[src/rtl/param_sequence_detector.sv]
// param_sequence_detector
// Runtime-configurable serial pattern detector. A legal configuration load
// arms the detector. Enabled input bits are then shifted into a history
// register and compared against the stored pattern. A registered pulse on z
// marks each match, and match_count saturates at its maximum value.
module param_sequence_detector #(
    parameter int MAX_LEN = 8,
    parameter int CNT_W   = 8
) (
    input  logic                           clk,
    input  logic                           rst,
    input  logic                           x,
    input  logic                           en,
    input  logic                           cfg_load,
    input  logic [MAX_LEN-1:0]             cfg_pattern,
    input  logic [$clog2(MAX_LEN+1)-1:0]   cfg_len,
    input  logic                           cfg_overlap,
    output logic                           z,
    output logic [CNT_W-1:0]               match_count,
    output logic                           cfg_err,
    output logic                           armed
);

    localparam int LEN_W = $clog2(MAX_LEN + 1);

    typedef enum logic [0:0] {
        S_UNCFG = 1'b0,
        S_ARMED = 1'b1
    } state_t;

    state_t               state_q, state_d;
    logic [MAX_LEN-1:0]   hist_q, hist_d;
    logic [LEN_W-1:0]     fill_q, fill_d;
    logic [MAX_LEN-1:0]   pat_q, pat_d;
    logic [LEN_W-1:0]     len_q, len_d;
    logic                 ovl_q, ovl_d;
    logic [CNT_W-1:0]     cnt_q, cnt_d;
    logic                 z_q, z_d;
    logic                 err_q, err_d;

    logic                 len_ok_s;
    logic [MAX_LEN-1:0]   shift_s;
    logic [MAX_LEN-1:0]   mask_s;
    logic [LEN_W-1:0]     fill_inc_s;
    logic                 hit_s;
    logic                 armed_s;

    // Length legality, shifted history, saturating fill and match decision
    always_comb begin
        len_ok_s   = (cfg_len != {LEN_W{1'b0}}) && (cfg_len <= LEN_W'(MAX_LEN));
        shift_s    = {hist_q[MAX_LEN-2:0], x};
        fill_inc_s = (fill_q == LEN_W'(MAX_LEN)) ? fill_q : (fill_q + LEN_W'(1));
        mask_s     = {MAX_LEN{1'b0}};
        for (int unsigned i = 0; i < MAX_LEN; i++) begin
            if (i < 32'(len_q)) begin
                mask_s[i] = 1'b1;
            end else begin
                mask_s[i] = 1'b0;
            end
        end
        hit_s = (fill_inc_s >= len_q) && ((shift_s & mask_s) == (pat_q & mask_s));
    end

    // State register with synchronous reset
    always_ff @(posedge clk) begin
        if (rst) begin
            state_q <= S_UNCFG;
        end else begin
            state_q <= state_d;
        end
    end

    // Next-state logic: only a legal load changes state
    always_comb begin
        state_d = state_q;
        case (state_q)
            S_UNCFG: begin
                if (cfg_load && len_ok_s) begin
                    state_d = S_ARMED;
                end else begin
                    state_d = S_UNCFG;
                end
            end
            S_ARMED: begin
                state_d = S_ARMED;
            end
            default: begin
                state_d = S_UNCFG;
            end
        endcase
    end

    // Output decode of the FSM state
    always_comb begin
        armed_s = 1'b0;
        case (state_q)
            S_ARMED: armed_s = 1'b1;
            S_UNCFG: armed_s = 1'b0;
            default: armed_s = 1'b0;
        endcase
    end

    // Datapath next values: a load takes priority over enabled shifting
    always_comb begin
        hist_d = hist_q;
        fill_d = fill_q;
        pat_d  = pat_q;
        len_d  = len_q;
        ovl_d  = ovl_q;
        cnt_d  = cnt_q;
        z_d    = 1'b0;
        err_d  = 1'b0;
        if (cfg_load) begin
            if (len_ok_s) begin
                pat_d  = cfg_pattern;
                len_d  = cfg_len;
                ovl_d  = cfg_overlap;
                hist_d = {MAX_LEN{1'b0}};
                fill_d = {LEN_W{1'b0}};
                cnt_d  = {CNT_W{1'b0}};
            end else begin
                err_d = 1'b1;
            end
        end else if ((state_q == S_ARMED) && en) begin
            hist_d = shift_s;
            if (hit_s) begin
                z_d    = 1'b1;
                cnt_d  = (cnt_q == {CNT_W{1'b1}}) ? cnt_q : (cnt_q + CNT_W'(1));
                // Non-overlap mode restarts filling so matched bits are not reused
                fill_d = ovl_q ? fill_inc_s : {LEN_W{1'b0}};
            end else begin
                fill_d = fill_inc_s;
            end
        end else begin
            hist_d = hist_q;
        end
    end

    // Datapath and output registers with synchronous reset
    always_ff @(posedge clk) begin
        if (rst) begin
            hist_q <= {MAX_LEN{1'b0}};
            fill_q <= {LEN_W{1'b0}};
            pat_q  <= {MAX_LEN{1'b0}};
            len_q  <= {LEN_W{1'b0}};
            ovl_q  <= 1'b0;
            cnt_q  <= {CNT_W{1'b0}};
            z_q    <= 1'b0;
            err_q  <= 1'b0;
        end else begin
            hist_q <= hist_d;
            fill_q <= fill_d;
            pat_q  <= pat_d;
            len_q  <= len_d;
            ovl_q  <= ovl_d;
            cnt_q  <= cnt_d;
            z_q    <= z_d;
            err_q  <= err_d;
        end
    end

    assign z           = z_q;
    assign match_count = cnt_q;
    assign cfg_err     = err_q;
    assign armed       = armed_s;

endmodule

[config.mk]
export PLATFORM = sky130hd
export DESIGN_NAME = param_sequence_detector
export DESIGN_NICKNAME = d
export VERILOG_FILES = /design/src/rtl/param_sequence_detector.sv
export SDC_FILE = /design/constraint.sdc
export NUM_CORES = 1
export LEC_CHECK = 0
export BUFFER_PORTS_ARGS = -buffer_cell sky130_fd_sc_hd__buf_4
export CORE_ASPECT_RATIO = 1.5
export CORE_MARGIN = 2
export CORE_UTILIZATION = 55
export CTS_BUF_LIST = sky130_fd_sc_hd__clkbuf_4
export CTS_CLUSTER_DIAMETER = 200
export CTS_CLUSTER_SIZE = 24
export DETAILED_ROUTE_END_ITERATION = 10
export PLACE_DENSITY = 0.78
export SYNTH_ARGS = -nofsm -noshare
export SYNTH_HDL_FRONTEND = slang
export SYNTH_SLANG_ARGS = --single-unit
[constraint.sdc]
create_clock -name clk -period 4.2 [get_ports clk]
set_input_delay 0.21 -clock clk [delete_from_list [all_inputs] [get_ports clk]]
set_output_delay 0.21 -clock clk [all_outputs]
set_load 0.05 [all_outputs]
==> results.json <==
{
  "num_vias": 1475,
  "grt_usage_pct": 23.6,
  "switchingPower_mw": 0.173,
  "min_period_ns": 2.98,
  "hold_path_class": "in -> reg",
  "final_max_slew_viol_count": 0,
  "wirelength_um": 3750,
  "timing_worst_slew_pin_value_ns": 0.734,
  "hold_depth": 3,
  "netlist_top_cells_area": "dfxtp_1 41%, mux2i_1 7.1%, ha_1 5.1%, nor2_1 4.2%, xnor2_1 4.1%",
  "die_area_um2": 3560,
  "num_rows": 24,
  "async_flop_share_pct": 0,
  "yosysTopAreaCell": "dfxtp_1",
  "max_freq_mhz": 336,
  "root_buffer": "clkbuf_4",
  "finalCritPeriodShare_pct": 70.9,
  "power.leakage_nw": 0.822,
  "diodes": 0,
  "cts_resized": 0,
  "synth_top_area_share_pct": 41.2,
  "arrival_ns": 3.26,
  "tritoncts": "done",
  "fillers": 251,
  "vias_per_cell": 5.83,
  "postRouteAntennaNets": 0,
  "outcome": "completed",
  "htreeDepth": 2,
  "cts_sinks": 35,
  "clock_latency_ns": 0.34,
  "drt_first_pass_iters": 4,
  "place_congestion": 0.883,
  "io_buffers": 28,
  "wire_per_inst_um": 14.8,
  "ys_ff_latch": 35,
  "ff2ff_path_depth": 12,
  "ys_seq_area_share_pct": 41.2,
  "yosys_warnings": 0,
  "drc": 0,
  "fin_skew_ns": 0.0150,
  "swShare_pct": 27.6,
  "nets": 238,
  "synth-edff-count": 0,
  "post_cts_buffers": 0,
  "start_util_pct": 57.8,
  "required_ns": 4.48,
  "worstSetupStartpointType": "flip-flop",
  "critical_path_class": "reg -> reg",
  "hold_violations": 0,
  "ys.flop_type": "dfxtp_1",
  "p_per_area_nw_per_um2": 316,
  "setup_viol": 0,
  "maxSlewHeadroom_pct": 50.9,
  "finalSetupTns_ns": 0,
  "antenna_found_initial": 0,
  "place_ws_ns": 1.28,
  "pwr-share-comb_pct": 14.4,
  "grt_pass1_vias": 1475,
  "die_h_um": 72.1,
  "synth_cells": 184,
  "clockBufferDepth": 2,
  "area_delta_synth_final_pct": 17.1,
  "grt_first_pass_wirelength_um": 6470,
  "cts_buffers": 5,
  "syn_area_per_cell_um2": 9.25,
  "power.internal_mw": 0.456,
  "drive_above_1_share_pct": 19.6,
  "syn-num-nets": 209,
  "grt_start_max_net_pins": 23,
  "p_clk_share_pct": 30.2,
  "maxCapViolations": 0,
  "post-route-util_pct": 67.7,
  "clk_pin_slew_ns": 0.12,
  "core-area_um2": 2940,
  "ir_drop_v": 0.000327,
  "cp_max_fo": 19,
  "drt_iter0_drc": 35,
  "holdBufCountCts": 0,
  "dp_hpwl_um": 2840,
  "die_w_um": 49.4,
  "io_pins": 29,
  "endpoint_kind": "flip-flop",
  "syn_area_um2": 1700,
  "grt_overflow_total": 0,
  "sequentialPowerShare_pct": 55.4,
  "rsz0062_at_grt": "no",
  "synthDistinctLibCells": 42,
  "worst_slack_ns": 1.22
}
-- per-stage QoR --
step | area (um^2) | hold WS [ns] | total power, mW | instances
2_1_floorplan | 1700 | 0.336 | 0.415 | 184
3_3_place_gp | 1940 | 0.441 | 0.442 | 245
3_5_place_dp | 1940 | 0.450 | 0.446 | 245
4_1_cts | 1990 | 0.0809 | 0.632 | 253
5_1_grt | 1990 | 0.0744 | 0.657 | 253
6_report | 1990 | 0.0970 | 0.629 | 253
-- power groups by stage --
stage | logic [mW] | clock network (mW) | registers, mW
detailed placement | 0.0897 | 0 | 0.356
global route | 0.0983 | 0.209 | 0.350
finish | 0.0905 | 0.190 | 0.349
floorplan | 0.0557 | 0 | 0.360
CTS | 0.0901 | 0.193 | 0.349
global placement | 0.0868 | 0 | 0.356
-- cells in the mapped netlist (2+ instances only) --
cell / number
o21ai_0: 11
dfxtp_1: 35
nand2_1: 11
mux2i_1: 12
a21oi_1: 11
nor3_1: 3
buf_2: 2
or3_1: 5
xor2_1: 2
xnor2_1: 8
nor2_1: 19
clkbuf_1: 4
o41ai_1: 2
nand4_1: 3
o31ai_1: 2
a22o_1: 7
and2_1: 2
a31oi_1: 2
nand3_1: 5
a32o_1: 2
nand2b_1: 3
o211ai_1: 2
ha_1: 7
inv_1: 6
-- worst max-delay path, stage by stage, from the launching register on --
cell and delay [ns]:
dfxtp_1 0.40, inv_1 0.10, ha_1 0.20, nand2_1 0.09, nand3_1 0.08, o21ai_0 0.13, ha_1 0.22, o21a_1 0.13
nor2_1 0.04, a2111oi_2 0.38, nand4_2 0.38, or4b_1 0.60, a21oi_1 0.14
-- final timing paths --
check / slack (ns) / end / start
worst max register to register: 1.22 / match_count[5] / fill_q[0]
worst min-delay path: 0.1 / ovl_q / cfg_overlap
worst min register to register: 0.48 / state_q / state_q
worst max-delay path: 1.22 / match_count[5] / fill_q[0]
-- flip-flops by register name (all words and copies together), names as in the netlist --
signal,flops
match_count,8
pat_q,8
hist_q,7
fill_q,4
len_q,4
cfg_err,1
ovl_q,1
state_q,1
z,1
-- routing by layer --
| metal | routed length [um] | vias up | track usage (%) | part of all wire [%] |
|---|---|---|---|---|
| met1 | 1420 | 702 | 23.9 | 38 |
| met4 | 11 | 0 | 8.64 | 0.29 |
| met5 | 0 | - | 0 | 0 |
| met2 | 2160 | 39 | 45.9 | 58 |
| met3 | 156 | 2 | 5.56 | 4.2 |
| li1 | - | 732 | - | - |
-- cells by family (layout without fill, tap and decap cells) --
kind of cell / count (synthesis) / in the layout / share of synthesized area, %
and+or+nand+nor: 60 / 60 / 18.3
AOI/OAI and AO/OA: 47 / 47 / 20.1
DFF: 35 / 35 / 41.2
buffers and inverters: 13 / 43 / 3.01
muxes: 12 / 12 / 7.06
xor gates and xnor gates: 10 / 10 / 5.15
adders and majority gates: 7 / 7 / 5.15
-- layout make-up --
class	instances	area (um^2)	area share (%)
multi-input cells	136	950	47.6
flip-flops and latches	35	701	35.2
repair buffers	28	210	10.5
clock buffers	7	52.6	2.64
well taps	39	48.8	2.45
inverters	7	26.3	1.32
clock inverters	1	5.00	0.251
-- layout by cell type, fill, tap and decap left out, drive strengths merged, types with 2 or more instances in the layout --
| master | count |
|---|---|
| dfxtp | 35 |
| buf | 28 |
| nor2 | 19 |
| mux2i | 12 |
| nand2 | 11 |
| o21ai | 11 |
| a21oi | 11 |
| xnor2 | 8 |
| a22o | 7 |
| ha | 7 |
| clkbuf | 7 |
| inv | 6 |
| nand3 | 6 |
| or3 | 5 |
| nand4 | 4 |
| nand2b | 3 |
| nor3 | 3 |
| o31ai | 3 |
| a31oi | 2 |
| and2 | 2 |
| xor2 | 2 |
| a32o | 2 |
| o41ai | 2 |
| o211ai | 2 |
| clkinv | 2 |
| a2111oi | 2 |
Note: power is estimated with default switching activity, not from simulation.
